### config.mk
export PLATFORM = sky130hd
export DESIGN_NAME = configure_machine_batch
export DESIGN_NICKNAME = d
export VERILOG_FILES = /design/src/rtl/day10_pkg.sv /design/src/rtl/button_subset_eval.sv /design/src/rtl/configure_machine_batch.sv
export SDC_FILE = /design/constraint.sdc
export NUM_CORES = 1
export LEC_CHECK = 0
export ABC_CLOCK_PERIOD_IN_PS = 11800
export CELL_PAD_IN_SITES_DETAIL_PLACEMENT = 0
export CELL_PAD_IN_SITES_GLOBAL_PLACEMENT = 2
export CORE_MARGIN = 5
export CORE_UTILIZATION = 35
export DETAILED_ROUTE_END_ITERATION = 6
export GPL_ROUTABILITY_DRIVEN = 0
export PLACE_DENSITY = 0.88
export REMOVE_ABC_BUFFERS = 1
export SYNTH_ARGS = -nofsm -noshare
export SYNTH_HDL_FRONTEND = slang
export SYNTH_SLANG_ARGS = --single-unit
### constraint.sdc
create_clock -name clk -period 11.8 [get_ports clk]
set_input_delay 2.36 -clock clk [delete_from_list [all_inputs] [get_ports clk]]
set_output_delay 2.36 -clock clk [all_outputs]
set_load 0.01 [all_outputs]
### src/rtl/day10_pkg.sv
// day10_pkg: FSM state type and width helper shared by the machine configurator blocks
package day10_pkg;
  typedef enum logic [1:0] {IDLE, SEARCH, EMIT} state_t;
  function automatic int width_of(input int n);
    return $clog2(n + 1);
  endfunction
endpackage

### src/rtl/button_subset_eval.sv
// button_subset_eval: checks one candidate button subset (live, match, popcount)
module button_subset_eval #(
  parameter int NL = 10,
  parameter int NB = 13,
  parameter int LW = 4,
  parameter int BW = 4
) (
  input  logic [NB:0]      candidate,
  input  logic [NB*NL-1:0] buttons,
  input  logic [NL-1:0]    target,
  input  logic [LW-1:0]    num_lights,
  input  logic [BW-1:0]    num_buttons,
  output logic             live,
  output logic             match,
  output logic [BW-1:0]    popcount
);
  logic [NL-1:0] acc;
  logic [NL:0] mask;
  always_comb begin
    acc = '0;
    for (int b = 0; b < NB; b++) acc = candidate[b] ? acc ^ buttons[b*NL +: NL] : acc;
  end
  assign mask = ((NL+1)'(1) << num_lights) - (NL+1)'(1);
  assign live = candidate < ((NB+1)'(1) << num_buttons);
  assign match = live && (({1'b0, acc ^ target} & mask) == '0);
  assign popcount = BW'($countones(candidate[NB-1:0]));
endmodule

### src/rtl/configure_machine_batch.sv
// configure_machine_batch: exhaustive min-press search per machine with running totals
module configure_machine_batch
  import day10_pkg::*;
#(
  parameter int MAX_NUM_LIGHTS  = 10,
  parameter int MAX_NUM_BUTTONS = 13,
  parameter int LANES           = 4,
  parameter int TOTAL_W         = 16,
  parameter int CNT_W           = 16,
  parameter int LIGHTS_W        = width_of(MAX_NUM_LIGHTS),
  parameter int BUTTONS_W       = width_of(MAX_NUM_BUTTONS)
) (
  input  logic                                     clk,
  input  logic                                     rst,
  input  logic                                     in_valid,
  output logic                                     in_ready,
  input  logic [LIGHTS_W-1:0]                      in_num_lights,
  input  logic [BUTTONS_W-1:0]                     in_num_buttons,
  input  logic [MAX_NUM_BUTTONS*MAX_NUM_LIGHTS-1:0] in_buttons,
  input  logic [MAX_NUM_LIGHTS-1:0]                in_target,
  output logic                                     out_valid,
  input  logic                                     out_ready,
  output logic                                     out_feasible,
  output logic [BUTTONS_W-1:0]                     out_min_presses,
  output logic [MAX_NUM_BUTTONS-1:0]               out_buttons_to_press,
  input  logic                                     clear_total,
  output logic [TOTAL_W-1:0]                       total_presses,
  output logic [CNT_W-1:0]                         machines_done
);
  localparam int NL = MAX_NUM_LIGHTS;
  localparam int NB = MAX_NUM_BUTTONS;
  state_t state, state_nxt;
  logic [LIGHTS_W-1:0] nl_q;
  logic [BUTTONS_W-1:0] nb_q;
  logic [NB*NL-1:0] btn_q;
  logic [NL-1:0] tgt_q;
  logic [NB:0] base;
  logic [NB:0] cand [LANES];
  logic [LANES-1:0] live, match;
  logic [BUTTONS_W-1:0] pc [LANES];
  logic any;
  logic [BUTTONS_W-1:0] lane_cnt;
  logic [NB-1:0] lane_set;
  logic [NB+1:0] nxt_base;
  logic last;
  logic [TOTAL_W:0] sum;
  assign in_ready = state == IDLE;
  assign out_valid = state == EMIT;
  for (genvar i = 0; i < LANES; i++) begin : g_lane
    assign cand[i] = base + (NB+1)'(i);
    button_subset_eval #(.NL(NL), .NB(NB), .LW(LIGHTS_W), .BW(BUTTONS_W)) u_eval (
      .candidate(cand[i]), .buttons(btn_q), .target(tgt_q), .num_lights(nl_q),
      .num_buttons(nb_q), .live(live[i]), .match(match[i]), .popcount(pc[i])
    );
  end
  // lanes are scanned in ascending candidate order, so strict-less keeps the lowest tie
  always_comb begin
    any = 1'b0;
    lane_cnt = '1;
    lane_set = '0;
    for (int i = 0; i < LANES; i++) begin
      if (live[i] && match[i] && (!any || pc[i] < lane_cnt)) begin
        any = 1'b1;
        lane_cnt = pc[i];
        lane_set = cand[i][NB-1:0];
      end
    end
  end
  assign nxt_base = {1'b0, base} + (NB+2)'(LANES);
  assign last = nxt_base >= ((NB+2)'(1) << nb_q) || (any && lane_cnt == '0);
  assign sum = {1'b0, total_presses} + (TOTAL_W+1)'(out_min_presses);
  always_comb begin
    state_nxt = state == IDLE   ? (in_valid ? SEARCH : IDLE) :
                state == SEARCH ? (last ? EMIT : SEARCH) :
                                  (out_ready ? IDLE : EMIT);
  end
  always_ff @(posedge clk) begin
    if (rst) begin
      state <= IDLE;
      out_feasible <= 1'b0;
      out_min_presses <= '1;
      out_buttons_to_press <= '0;
      total_presses <= '0;
      machines_done <= '0;
    end else begin
      state <= state_nxt;
      if (in_valid && in_ready) begin
        nl_q <= in_num_lights > LIGHTS_W'(NL) ? LIGHTS_W'(NL) : in_num_lights;
        nb_q <= in_num_buttons > BUTTONS_W'(NB) ? BUTTONS_W'(NB) : in_num_buttons;
        btn_q <= in_buttons;
        tgt_q <= in_target;
        base <= '0;
        out_feasible <= 1'b0;
        out_min_presses <= '1;
        out_buttons_to_press <= '0;
      end else if (state == SEARCH) begin
        base <= nxt_base[NB:0];
        // the found flag guards the first match even when popcount can equal all-ones
        if (any && (!out_feasible || lane_cnt < out_min_presses)) begin
          out_feasible <= 1'b1;
          out_min_presses <= lane_cnt;
          out_buttons_to_press <= lane_set;
        end
      end
      if (clear_total) begin
        total_presses <= '0;
        machines_done <= '0;
      end else if (out_valid && out_ready) begin
        machines_done <= machines_done + 1'b1;
        if (out_feasible) total_presses <= sum[TOTAL_W] ? '1 : sum[TOTAL_W-1:0];
      end
    end
  end
endmodule

Word level (Yosys, flattened, before mapping)
Cells that the tools add are included.
- $add $sub $neg: 55
- $lt $le $gt $ge: 11
- eq/ne operators: 2
- shift operators: 3
- muxes and demuxes: 71
- bitwise operators: 57
- reductions and logical operators: 37
- operators with widths (operator ; count):
    10-bit 2-to-1 mux ; 52
    10-bit bitwise XOR ; 52
    14-bit < comparator ; 4
    13-bit 2-to-1 mux ; 4
    1-bit by 1-bit adder with 2-bit output ; 24
    10-bit by 11-bit bitwise AND with 11-bit output ; 4
    11-bit zero test ; 4
    2-bit by 2-bit adder with 3-bit output ; 12
    4-bit adder ; 8
    14-bit by 2-bit adder with 14-bit output, second input constant ; 2
    16-bit by 4-bit adder with 17-bit output ; 1
    16-bit by 1-bit adder with 16-bit output, second input constant ; 1
    4-bit by 1-bit adder with 4-bit output ; 4
    4-bit < comparator ; 4
    16-bit 2-to-1 mux ; 1
    4-bit 2-to-1 mux ; 4
    14-bit by 3-bit adder with 15-bit output, second input constant ; 1
    15-bit >= comparator ; 1
    1-bit logical AND ; 15
    1-bit by 4-bit << shifter with 15-bit output, first input constant ; 1
    14-bit by 1-bit adder with 14-bit output, second input constant ; 1
    14-bit 2-to-1 mux ; 1
    1-bit by 4-bit << shifter with 14-bit output, first input constant ; 1
    1-bit by 4-bit << shifter with 11-bit output, first input constant ; 1
    other kinds (14) ; 33
- register bits: 214
- input port bits: 153
- output and inout port bits: 52
- logic and storage cells: 247

Logic depth before layout (Yosys ltp)
- depth after elaboration: 49
- depth in mapped cells: 41
- mapped depth without buffers: 37

Cells and area by module
From an unflattened synthesis, not the netlist that was laid out.
- cells, all modules: 2108
- area, all modules: 19169.6 um2
- modules (own cells, without submodules) (module ; instances ; cells an instance ; area an instance (um2) ; sequential area each (um2)):
    configure_machine_batch ; 1 ; 626 ; 8470.6 ; 5845.6
    button_subset_eval at g_lane[0].u_eval ... ; 3 ; 372 ; 2656.3 ; 0.0
    button_subset_eval at g_lane[1].u_eval ; 1 ; 366 ; 2730.1 ; 0.0

Least setup slack after synthesis
Ideal clock, no wire load.
- kind: input to register
- start point: in in_valid
- end point: reg btn_q[0], enable pin
- library setup time: 0.658 ns
- arrival: 8.757 ns
- required time: 11.142 ns
- path slack: 2.385 ns
- stages on the path: 3
- path buffers: 1
- path through: nand2_1 > clkbuf_1 > nor2_1
- longest elaborated chain between the ends: 2
- RTL lines (what ; line ; RTL):
    from (decl) ; configure_machine_batch.sv:15 ; input logic in_valid,
    1-bit logical AND ; configure_machine_batch.sv:87 ; if (in_valid && in_ready) begin
    2-bit AND reduction (no source line) ; n/a ;
    to (signal assigned) ; configure_machine_batch.sv:90 ; btn_q <= in_buttons;
    to (decl) ; configure_machine_batch.sv:35 ; logic [NB*NL-1:0] btn_q;
Every way passes these cells.
A chain may end at the register's enable or synchronous reset.

Worst setup path after layout
- start point: reg base[7]
- end point: reg out_min_presses[1]
- longest elaborated chain between the ends: 33
- elaborated cells on any way between the ends: 123
- those cells by class: add/sub: 31; order compare: 8; mux: 32; bitwise: 28; reduce/logical: 24
- RTL lines (what ; line ; RTL):
    from (decl) ; configure_machine_batch.sv:37 ; logic [NB:0] base;
    from (signal assigned) ; configure_machine_batch.sv:97 ; base <= nxt_base[NB:0];
    parallel branches: the longest is 28 deep, another holds 14-bit by 1-bit adder with 14-bit output ; n/a ;
    4-bit 2-to-1 mux (*) ; configure_machine_batch.sv:62 ; if (live[i] && match[i] && (!any || pc[i] < lane_cnt)) begin
    via lane_cnt[1] ; configure_machine_batch.sv:42 ; logic [BUTTONS_W-1:0] lane_cnt;
    4-bit < comparator ; configure_machine_batch.sv:99 ; if (any && (!out_feasible || lane_cnt < out_min_presses)) begin
    1-bit logical OR ; configure_machine_batch.sv:99 ;
    1-bit logical AND ; configure_machine_batch.sv:99 ;
    2-bit AND reduction (no source line) ; n/a ;
    to (signal assigned) ; configure_machine_batch.sv:101 ; out_min_presses <= lane_cnt;
    to (decl) ; configure_machine_batch.sv:24 ; output logic [BUTTONS_W-1:0] out_min_presses,
Mark *: on every way through the listed nets, which the timed path passes.

==> qor.csv <==
metric;value;unit
run status;finished, final reports clean;
clock skew;0.0192;ns
multi-input logic area;6060;µm²
Initial DRT Pass Iterations;5;
Pleak;5.69;nW
Filler cells;3259;
reg2reg path depth;34;
post-layout power;2.46;mW
die area;38800;µm²
worst path arrival time;9.76;ns
Core Rows;68;
worst vdd ir;0.000113;V
CTS tree;done;
Critical-path top delay cell;edfxtp_1;
number of synthesized flops with an enable pin;160;
post_cts resized;0;
fin util;45.1;%
Critical Path Sink Type;flop;
register area;5850;µm²
IO Pins;205;
post-synthesis cell area;12200;µm²
Ys Warns;0;
crit-path max cell delay;0.85;ns
CP Max Fanout;16;
initial DRC count;485;
area leader, netlist;edfxtp_1;
R2R Setup Slk;2.46;ns
Async S/R FF share, synth;0;%
post-route DRC violation count;0;
most common cell after layout, fill and taps aside;clkdlybuf4s50_1;
first-pass GRT wire length;50.7;mm
Hold Path Origin;out_buttons_to_press[11]$_SDFFE_PP0P_;
clock sink total;212;
H-tree depth;1;
Syn Inst Count;1123;
RSZ-0062 raised after global routing;false;
DIE WIDTH;197;µm
Die Ht;197;µm
grt ovf;0;
Clock Path Buffers;3;
DRT met1 WL;14.5;mm
WL per Instance;17.9;µm
All-Layer GR Usage;16.4;%
post-route cell area;15600;µm²
CTS buffer count;26;
Seq/Total Area, Yosys;47.8;%
ranking of synthesized cells by area;edfxtp_1 (39%), dfxtp_1 (8.5%), ha_1 (5.8%), xnor2_1 (5.8%), nand2_1 (5.3%);
Met3 Routed Length;1.62;mm
top cell type's share of synthesized area;39.2;%
core area;34500;µm²
Vias per Instance;4.92;
Slew @ Worst Pin;1.02;ns
crit start category;flop;
Crit Path Category;reg2reg;
Root Buffer;clkbuf_16;
largest net degree at the start of global routing;81;
Layout area overhead;27.4;%
initial antenna violation count;0;
number of global-route vias before repair;9163;
Tmin final;9.34;ns
DP HPWL;24.3;mm
latest clock arrival within the worst-skew pair;0.54;ns
Synth cell types;91;
nets;1555;
FF-to-FF Start;base[7]$_SDFFCE_PP0P_;
most used cell, CP;ha_1;
Top Family by Delay on Critical Path;adder cells;
f_max;107;MHz
most frequent cells in the layout;clkdlybuf4s50_1 (204), nand2_1 (174), edfxtp_1 (160);
antenna viol nets, final;0;
placed cell area;14700;µm²
Final Cycle Share;79.1;%
DRT Wirelength;32.2;mm
Hold WC Path Type;reg2reg;
worst hold stages;2;
Top Layer Used;met4;
diode count;0;
flops & latches, synth;212;
Worst Path Buf+Inv;2;
hold buffer count at CTS;0;
final hold violation count;0;
Slew Limit Fails;0;
relative slew slack;32.2;%
Post-CTS Setup Repair Bufs;0;
Max-Cap Viols;0;
via count;8879;
final setup fails;0;
Worst EP required;12.22;ns
Fin Setup TNS;0;ns
Main synth FF type;edfxtp_1;
IO Port Bufs;204;
RR Endpoint;out_min_presses[1]$_SDFFE_PP1P_;
Pwr Density;158;nW/µm²
clk slew on worst S/H paths;0.06;ns
wire length on met2;15.3;mm
fraction of layout instances using a drive strength above 1;7.12;%
WHS Endpoint;out_buttons_to_press[11]$_SDFFE_PP0P_;
starting density of the core;35.4;%
Syn Area/Cell;10.9;µm²
## cell type report
cell class	count	share of cell area (%)
flip-flops and latches	212	37.5
clock inverters	15	1.32
multi-input cells	844	38.9
inverters	34	0.818
repair buffers	214	13.6
well taps	455	3.65
clock buffers	30	4.27
## how the worst max path moves through the flow
stage | startpoint | endpoint | slack, ns | depth (start not counted)
floorplan | in_valid | btn_q[0]$_DFFE_PP_ | 2.45 | 2
global placement | base[4]$_SDFFCE_PP0P_ | out_min_presses[1]$_SDFFE_PP1P_ | 2.71 | 34
detailed placement | base[4]$_SDFFCE_PP0P_ | out_min_presses[1]$_SDFFE_PP1P_ | 2.43 | 34
CTS | base[4]$_SDFFCE_PP0P_ | out_min_presses[1]$_SDFFE_PP1P_ | 2.44 | 34
global route | base[7]$_SDFFCE_PP0P_ | out_min_presses[1]$_SDFFE_PP1P_ | 1.68 | 34
finish | base[7]$_SDFFCE_PP0P_ | out_min_presses[1]$_SDFFE_PP1P_ | 2.46 | 34
## through the flow
stage               setup slack [ns]  instances  hold slack, ns
detailed placement              2.43       1759           0.463
finish                          2.46       1804           0.471
global placement                2.71       1759           0.459
floorplan                       2.45       1090           0.488
CTS                             2.44       1804           0.471
global route                    1.68       1804           0.495
## synthesized netlist by cell type, types with 10 or more instances
cell,instances
a21oi_1,50
nand3_1,39
a21o_1,14
inv_1,34
dfxtp_1,52
and2_1,20
ha_1,57
o21ai_1,14
fa_1,13
clkbuf_1,13
nor2b_1,16
edfxtp_1,160
xnor2_1,81
mux2i_1,12
xnor2_2,10
nor3_1,21
nand2_1,174
o21ai_0,34
nor2_1,57
buf_4,10
xor2_1,69
## power by group
part	internal [mW]	switching (mW)	total, mW
sequential	0.844	0.0279	0.872
combinational	0.346	0.438	0.783
clock	0.492	0.312	0.804
total	1.68	0.778	2.46
## cells by family after synthesis
family	after synthesis	synth area share [%]
AND/OR/NAND/NOR	401	15.8
flip-flops	212	47.8
AO/OA/AOI/OAI	185	10.3
XOR/XNOR	171	14.1
adder cells (fa/ha/maj)	73	8.20
buffers and inverters	67	2.79
multiplexers	14	1.17
## sequential cells by signal, summed over array words and instances (netlist names)
name,flops
btn_q,130
out_min_presses,4
nl_q,4
out_buttons_to_press,13
tgt_q,10
state,2
base,12
total_presses,16
machines_done,16
nb_q,4
out_feasible,1
## routing by layer
metal / up-vias / track usage [%]
li1: 4410 / -
met3: 46 / 3.10
met5: - / 0
met2: 207 / 27.4
met4: 0 / 4.13
met1: 4216 / 22.1
## worst min-delay path: stages (launching register included)
cell and delay [ns]:
dfxtp_1 0.31, nand3_1 0.06, a21oi_1 0.06
No activity file was read; power rests on OpenSTA's default activity.
